<file path="src/rtl/pe_mac_vec.sv">
// Multi-lane signed multiply-accumulate PE: LANES products per term, registered adder
// tree, windowed accumulation closed by `last`, one saturating result per window.
module pe_mac_vec #(
  parameter int DATA_W = 8,
  parameter int LANES  = 4,
  parameter int ACC_W  = 32,
  parameter int SAT    = 1
) (
  input  logic                      clk,
  input  logic                      rst,
  input  logic                      in_valid,
  input  logic                      last,
  input  logic                      clear,
  input  logic [LANES*DATA_W-1:0]   weight_i,
  input  logic [LANES*DATA_W-1:0]   pixel_i,
  output logic                      out_valid,
  output logic signed [ACC_W-1:0]   result_o,
  output logic                      sat_o
);

  localparam int PROD_W = 2 * DATA_W;
  localparam int SUM_W  = PROD_W + $clog2(LANES);

  function automatic logic signed [PROD_W-1:0] mul_f(input logic signed [DATA_W-1:0] a,
                                                     input logic signed [DATA_W-1:0] b);
    logic signed [PROD_W-1:0] ax;
    logic signed [PROD_W-1:0] bx;
    ax = PROD_W'(a);
    bx = PROD_W'(b);
    return ax * bx;
  endfunction

  function automatic logic ovf_f(input logic signed [ACC_W:0] raw);
    return raw[ACC_W] ^ raw[ACC_W-1];
  endfunction

  function automatic logic signed [ACC_W-1:0] sat_f(input logic signed [ACC_W:0] raw);
    if (ovf_f(raw))
      return raw[ACC_W] ? {1'b1, {(ACC_W-1){1'b0}}} : {1'b0, {(ACC_W-1){1'b1}}};
    return raw[ACC_W-1:0];
  endfunction

  function automatic logic signed [ACC_W-1:0] wrap_f(input logic signed [ACC_W:0] raw);
    return raw[ACC_W-1:0];
  endfunction

  // S1: per-lane exact products
  logic signed [PROD_W-1:0] prod_p1 [LANES];
  logic                     vld_p1;
  logic                     last_p1;

  always_ff @(posedge clk or posedge rst) begin
    if (rst) begin
      vld_p1  <= 1'b0;
      last_p1 <= 1'b0;
      for (int k = 0; k < LANES; k++) prod_p1[k] <= '0;
    end else begin
      vld_p1  <= in_valid & ~clear;
      last_p1 <= last;
      for (int k = 0; k < LANES; k++)
        prod_p1[k] <= mul_f(weight_i[k*DATA_W +: DATA_W], pixel_i[k*DATA_W +: DATA_W]);
    end
  end

  // S2: adder tree, wide enough that the lane sum is exact
  logic signed [SUM_W-1:0] sum_c;
  logic signed [SUM_W-1:0] sum_p2;
  logic                    vld_p2;
  logic                    last_p2;

  always_comb begin
    sum_c = '0;
    for (int k = 0; k < LANES; k++) sum_c = sum_c + SUM_W'(prod_p1[k]);
  end

  always_ff @(posedge clk or posedge rst) begin
    if (rst) begin
      sum_p2  <= '0;
      vld_p2  <= 1'b0;
      last_p2 <= 1'b0;
    end else begin
      sum_p2  <= sum_c;
      vld_p2  <= vld_p1 & ~clear;
      last_p2 <= last_p1;
    end
  end

  // S3: window accumulator; open_p3=0 means the next valid term starts a window
  logic signed [ACC_W-1:0] acc_p3;
  logic                    stk_p3;
  logic                    open_p3;
  logic                    done_p3;
  logic signed [ACC_W-1:0] res_p3;
  logic                    rsat_p3;
  logic signed [ACC_W-1:0] base_c;
  logic signed [ACC_W:0]   raw_c;
  logic signed [ACC_W-1:0] nxt_c;
  logic                    ovf_c;

  always_comb begin
    base_c = open_p3 ? acc_p3 : '0;
    raw_c  = (ACC_W+1)'(base_c) + (ACC_W+1)'(sum_p2);
    ovf_c  = ovf_f(raw_c);
    nxt_c  = (SAT != 0) ? sat_f(raw_c) : wrap_f(raw_c);
  end

  always_ff @(posedge clk or posedge rst) begin
    if (rst) begin
      acc_p3  <= '0;
      stk_p3  <= 1'b0;
      open_p3 <= 1'b0;
      done_p3 <= 1'b0;
      res_p3  <= '0;
      rsat_p3 <= 1'b0;
    end else if (clear) begin
      acc_p3  <= '0;
      stk_p3  <= 1'b0;
      open_p3 <= 1'b0;
      done_p3 <= 1'b0;
    end else begin
      done_p3 <= vld_p2 & last_p2;
      if (vld_p2) begin
        if (last_p2) begin
          acc_p3  <= '0;
          stk_p3  <= 1'b0;
          open_p3 <= 1'b0;
          res_p3  <= nxt_c;
          rsat_p3 <= stk_p3 | ovf_c;
        end else begin
          acc_p3  <= nxt_c;
          stk_p3  <= stk_p3 | ovf_c;
          open_p3 <= 1'b1;
        end
      end
    end
  end

  // Output register: results are held between strobes and survive clear
  always_ff @(posedge clk or posedge rst) begin
    if (rst) begin
      out_valid <= 1'b0;
      result_o  <= '0;
      sat_o     <= 1'b0;
    end else begin
      out_valid <= done_p3 & ~clear;
      if (done_p3 & ~clear) begin
        result_o <= res_p3;
        sat_o    <= rsat_p3;
      end
    end
  end

endmodule

</file>
<file path="config.mk">
export PLATFORM = sky130hd
export DESIGN_NAME = pe_mac_vec
export DESIGN_NICKNAME = d
export VERILOG_FILES = /design/src/rtl/pe_mac_vec.sv
export SDC_FILE = /design/constraint.sdc
export NUM_CORES = 1
export LEC_CHECK = 0
export CAP_MARGIN = 30
export CORE_ASPECT_RATIO = 1.4
export CORE_UTILIZATION = 55
export DETAILED_ROUTE_END_ITERATION = 8
export PLACE_DENSITY_LB_ADDON = 0.05
export SETUP_SLACK_MARGIN = 0.3
export SYNTH_ARGS = -nofsm -noshare
export SYNTH_HDL_FRONTEND = slang
export SYNTH_SLANG_ARGS = --single-unit
</file>
<file path="constraint.sdc">
create_clock -name clk -period 11.8 [get_ports clk]
set_input_delay 1.77 -clock clk [delete_from_list [all_inputs] [get_ports clk]]
set_output_delay 1.77 -clock clk [all_outputs]
set_load 0.03 [all_outputs]
</file>
### Yosys cells after proc, flatten, opt, wreduce, memory -nomap -nowiden

Index checks and enable logic that the tools add are counted.

* bits in registers: 188
* bits of input ports: 69
* output and inout bits: 34
* word-level logic and storage cells: 50

* $add $sub $neg: 4
* multiply operators: 4
* mux-type cells: 15
* bitwise operators: 7
* reductions and logical operators: 2

Operator list (number)
* 2-to-1 mux 32 bit: 7
* multiplier 8 x 8 -> 16 bit: 4
* adder 32 x 18 -> 33 bit: 1
* adder 17 x 16 -> 18 bit: 1
* adder 18 x 16 -> 18 bit: 1
* adder 16 x 16 -> 17 bit: 1
* 2-to-1 mux 1 bit: 8
* AND 1 bit: 4
* AND reduction 3 bit: 1
* nonzero test 2 bit: 1
* NOT 1 bit: 1
* bitwise OR 1 bit: 1
* bitwise XOR 1 bit: 1

### Logic depth before layout (Yosys ltp)

* word-level depth: 8
* gate-level depth with buffers: 21
* gate-level depth less buffers: 21

### Least setup slack after synthesis

Ideal clock, no wire load.

* kind: input to register
* start: input port weight_i[5]
* end: register prod_p1[62] in the netlist's numbering
* library setup time: 0.126 ns
* arrival: 5.757 ns
* data required time: 11.674 ns
* setup slack: 5.917 ns
* stages: 18
* path buffers: 0
* path through: and2_1 > fa_1 > inv_1 > fa_1 > inv_1 > fa_1 > inv_1 > fa_1 > inv_1 > ha_1 > o21ai_0 > a21boi_0 > o21ai_0 > a21boi_0 > o21ai_0 > a21boi_0 > nor4_1 > a311o_1

* word-level cells in the longest chain between the ends: 1

Ends and longest elaborated chain
* start: declaration: RTL line 14 `input logic [LANES*DATA_W-1:0] weight_i,`
* multiplier 8 x 8 -> 16 bit: RTL line 30 `return ax * bx;`
* end signal: indexed assignment: RTL line 61 `prod_p1[k] <= mul_f(weight_i[k*DATA_W +: DATA_W], pixel_i[k*DATA_W +: DATA_W]);`
* end: declaration: RTL line 48 `logic signed [PROD_W-1:0] prod_p1 [LANES];`

Every way passes these cells.
A chain may end at the register's enable or synchronous reset.

### Worst setup path in the final report

* start: input port weight_i[14]
* end: register prod_p1[46] in the netlist's numbering

The elaborated chain is that of the path after synthesis.

==> flow_metrics.tcl <==
set metrics [dict create \
    p_comb_share_pct 71.6 \
    synthesis.nets 2439 \
    rr_endpoint "res_p3[9]" \
    diodes 0 \
    num_vias 13500 \
    fin_setup_tns_ps 0 \
    swShare_pct 48.4 \
    post_cts_buffers 0 \
    synth_top_family_by_area "adder cells" \
    syn2layout_area_growth_pct 10.6 \
    clk_pin_slew_ps 70 \
    worst_ep_arrival_time_ps 6720 \
    ant_nets 0 \
    start_util_pct 55.8 \
    yosys.area_share.simple_pct 15.1 \
    vias_per_cell 5.37 \
    crit_type "input port to flip-flop" \
    grt_max_degree 121 \
    row_count 81 \
    drt_first_pass_iters 5 \
    async_reset_ff_share_pct 100 \
    synth_edf_count 0 \
    die_y_microns 225 \
    holdBufCountCts 0 \
    max_freq_mhz 157 \
    period_share_pct 54.1 \
    place.gp.congestion 0.888 \
    syn_avg_cell_area_sq_um 10.0 \
    ff2ff_path_depth 13 \
    nets 2532 \
    clkLatencyLatePin_ps 460 \
    cts_max_path_buffers 2 \
    drc 0 \
    fin_area_sq_mm 0.0216 \
    setup-violations-final 0 \
    grtUsageTotal_pct 26.0 \
    critPathLaunchType "input port" \
    ctsHtreeMaxLevel 4 \
    core_area_sq_mm 0.0350 \
    syn_inst 1951 \
    endpoint_kind "flip-flop" \
    synthDistinctLibCells 84 \
    yosysTopAreaCell "fa_1" \
    power_frac_seq_pct 18.7 \
    wl_microns 43300 \
    post-dp-hpwl_microns 36300 \
    slew_violations 0 \
    synth_fa_ha_area_share_pct 36.6 \
    hold_violations 0 \
    setup.worst_path.start "weight_i[14]" \
    r2r_slack_ps 7460 \
    clkPwrFrac_pct 9.7 \
    timing.slew.headroom_pct 36.4 \
    grt_antenna_before_repair 0 \
    critPathCapture "prod_p1[46]" \
    fp.dieW_microns 161 \
    first_iter_violations 608 \
    grt_pass1_wl_microns 73200 \
    cts_sinks 188 \
    maxCapViolCount 0 \
    dieArea_sq_mm 0.0363 \
    drive_above_1_share_pct 5.79 \
    ys_seq_elements 188 \
    p_sw_mw 2.80 \
    min_path_type "flip-flop to flip-flop" \
    peakVddDrop_mv 0.243 \
    dpl_cell_area_sq_mm 0.0210 \
    wl_per_cell_microns 17.2 \
    synthesis.area_sq_mm 0.0195 \
    cellPowerDensity_mw_per_mm2 268 \
    synthMuxAreaShare_pct 2.39 \
    skew_ps 12.1 \
    dp.cells 2481 \
    yosys_most_used_dff "dfrtp_1" \
    grt_pass1_vias 14800 \
    cts_buffers 17 \
    ios 103 \
    synth_area_leaders "fa_1 (26%), dfrtp_1 (24%), ha_1 (11%)" \
    worst_pin_slew_ps 952 \
    io_buffers 102 \
    intPower_mw 2.99 \
    grt.overflow.total 0 \
    p_leak_nw 10.5 \
    cp.required_ps 12140 \
    synth-xor-area-share_pct 4.39 \
    tritoncts "done" \
    synth_compound_area_share_pct 9.81 \
    netlist.area_leader.share_pct 26.0 \
    timing.hold.ws_ps 350 \
    synth-seq-area-share_pct 24.1 \
    clock-root-buffer "clkbuf_16" \
    synth_warnings 0 \
    layout_commonest_cell "inv_1" \
    final_cell_count_no_fill 2513 \
    rsz0062_at_grt "false" \
    timing.rr.start "open_p3" \
    path_max_fanout 8 \
    post-route-min-period_ps 6380 \
    layout_common_cells "inv_1 (347), fa_1 (254), and2_1 (202), dfrtp_1 (188), ha_1 (165)" \
    cts-resized-gates 0 \
    status "completed" \
]
critical path, cell delays in order:
cell	delay [ps]
clkdlybuf4s50_1	530
and2_1	240
fa_1	510
inv_1	50
fa_1	500
inv_1	60
fa_1	520
inv_1	50
fa_1	480
inv_1	40
ha_1	320
o21ai_0	130
a21boi_0	340
o21ai_0	170
a21boi_0	290
o21ai_0	140
a21boi_0	290
mux2i_1	220
nand2_1	60
power by group through the flow:
stage | Clock (mW) | Combinational [mW] | Sequential, mW
6_report | 0.563 | 4.14 | 1.08
5_1_grt | 0.601 | 4.65 | 1.11
4_1_cts | 0.574 | 4.19 | 1.09
3_5_place_dp | 0 | 4.16 | 1.10
3_3_place_gp | 0 | 4.07 | 1.09
2_1_floorplan | 0 | 3.02 | 1.10
flip-flops by register name (all words and copies together), names as in the netlist, 18 cells and up:
| name | flops |
|---|---|
| result_o | 32 |
| res_p3 | 32 |
| acc_p3 | 32 |
| sum_p2 | 18 |
| prod_p1 | 64 |
per-stage QoR:
stage          worst slack (ps)  power (mW)  utilization, %
6_report                   5420        5.78            61.7
5_1_grt                    5040        6.35            61.7
4_1_cts                    5440        5.85            61.7
3_5_place_dp               4980        5.26            60.1
3_3_place_gp               5070        5.16            60.0
2_1_floorplan              4920        4.12               -
worst min path at each step:
stage | depth (start not counted) | end | startpoint
final | 0 | last_p2 | last_p1
after global routing | 0 | last_p2 | last_p1
after CTS | 0 | last_p2 | last_p1
after detailed placement | 0 | last_p2 | last_p1
after global placement | 0 | last_p2 | last_p1
after floorplan | 0 | last_p2 | last_p1
cell families after synthesis:
| group | count (synthesis) |
|---|---|
| AOI/OAI and AO/OA | 255 |
| xor gates and xnor gates | 97 |
| adders and majority gates | 419 |
| buffers and inverters | 382 |
| DFF | 188 |
| muxes | 41 |
| and+or+nand+nor | 569 |
per-layer routing:
metal | up-vias | part of all wire, % | GRT usage, %
li1 | 6399 | - | -
met1 | 6811 | 36 | 26.7
met2 | 205 | 59 | 52.4
met3 | 86 | 1.5 | 2.30
met4 | 0 | 4.1 | 11.5
met5 | - | 0 | 0
synth_stat cells (3+ instances only):
master and instances:
nand2_1 144, nor2b_1 32, a21oi_1 51, nor2_1 92, o31ai_1 3, a221o_1 4, a211oi_2 3, a211oi_1 20
and4_1 3, o2111ai_1 4, nor3_1 15, xor2_1 19, inv_1 348, and3_1 7, buf_6 4, mux2_2 37
nand3_1 38, a311o_1 3, dfrtp_1 188, xnor2_1 77, buf_2 3, nand4_1 7, nand2b_1 10, buf_4 4
a31oi_1 8, o211ai_2 13, clkbuf_1 19, o31a_1 4, a21o_1 24, a21oi_4 3, fa_1 254, and2_1 202
a21boi_0 15, o41a_1 3, o21ai_0 37, o21bai_1 7, o21a_1 4, o211ai_1 18, ha_1 165
area by class of cell:
type / instances / area [sq um]
Clock buffer: 17 / 425
Clock inverter: 15 / 153
Fill cell: 3020 / 13400
Inverter: 350 / 1320
Multi-Input combinational cell: 1381 / 13300
Sequential cell: 188 / 4700
Tap cell: 456 / 571
Timing Repair Buffer: 106 / 1070
No activity file was read; power rests on OpenSTA's default activity.
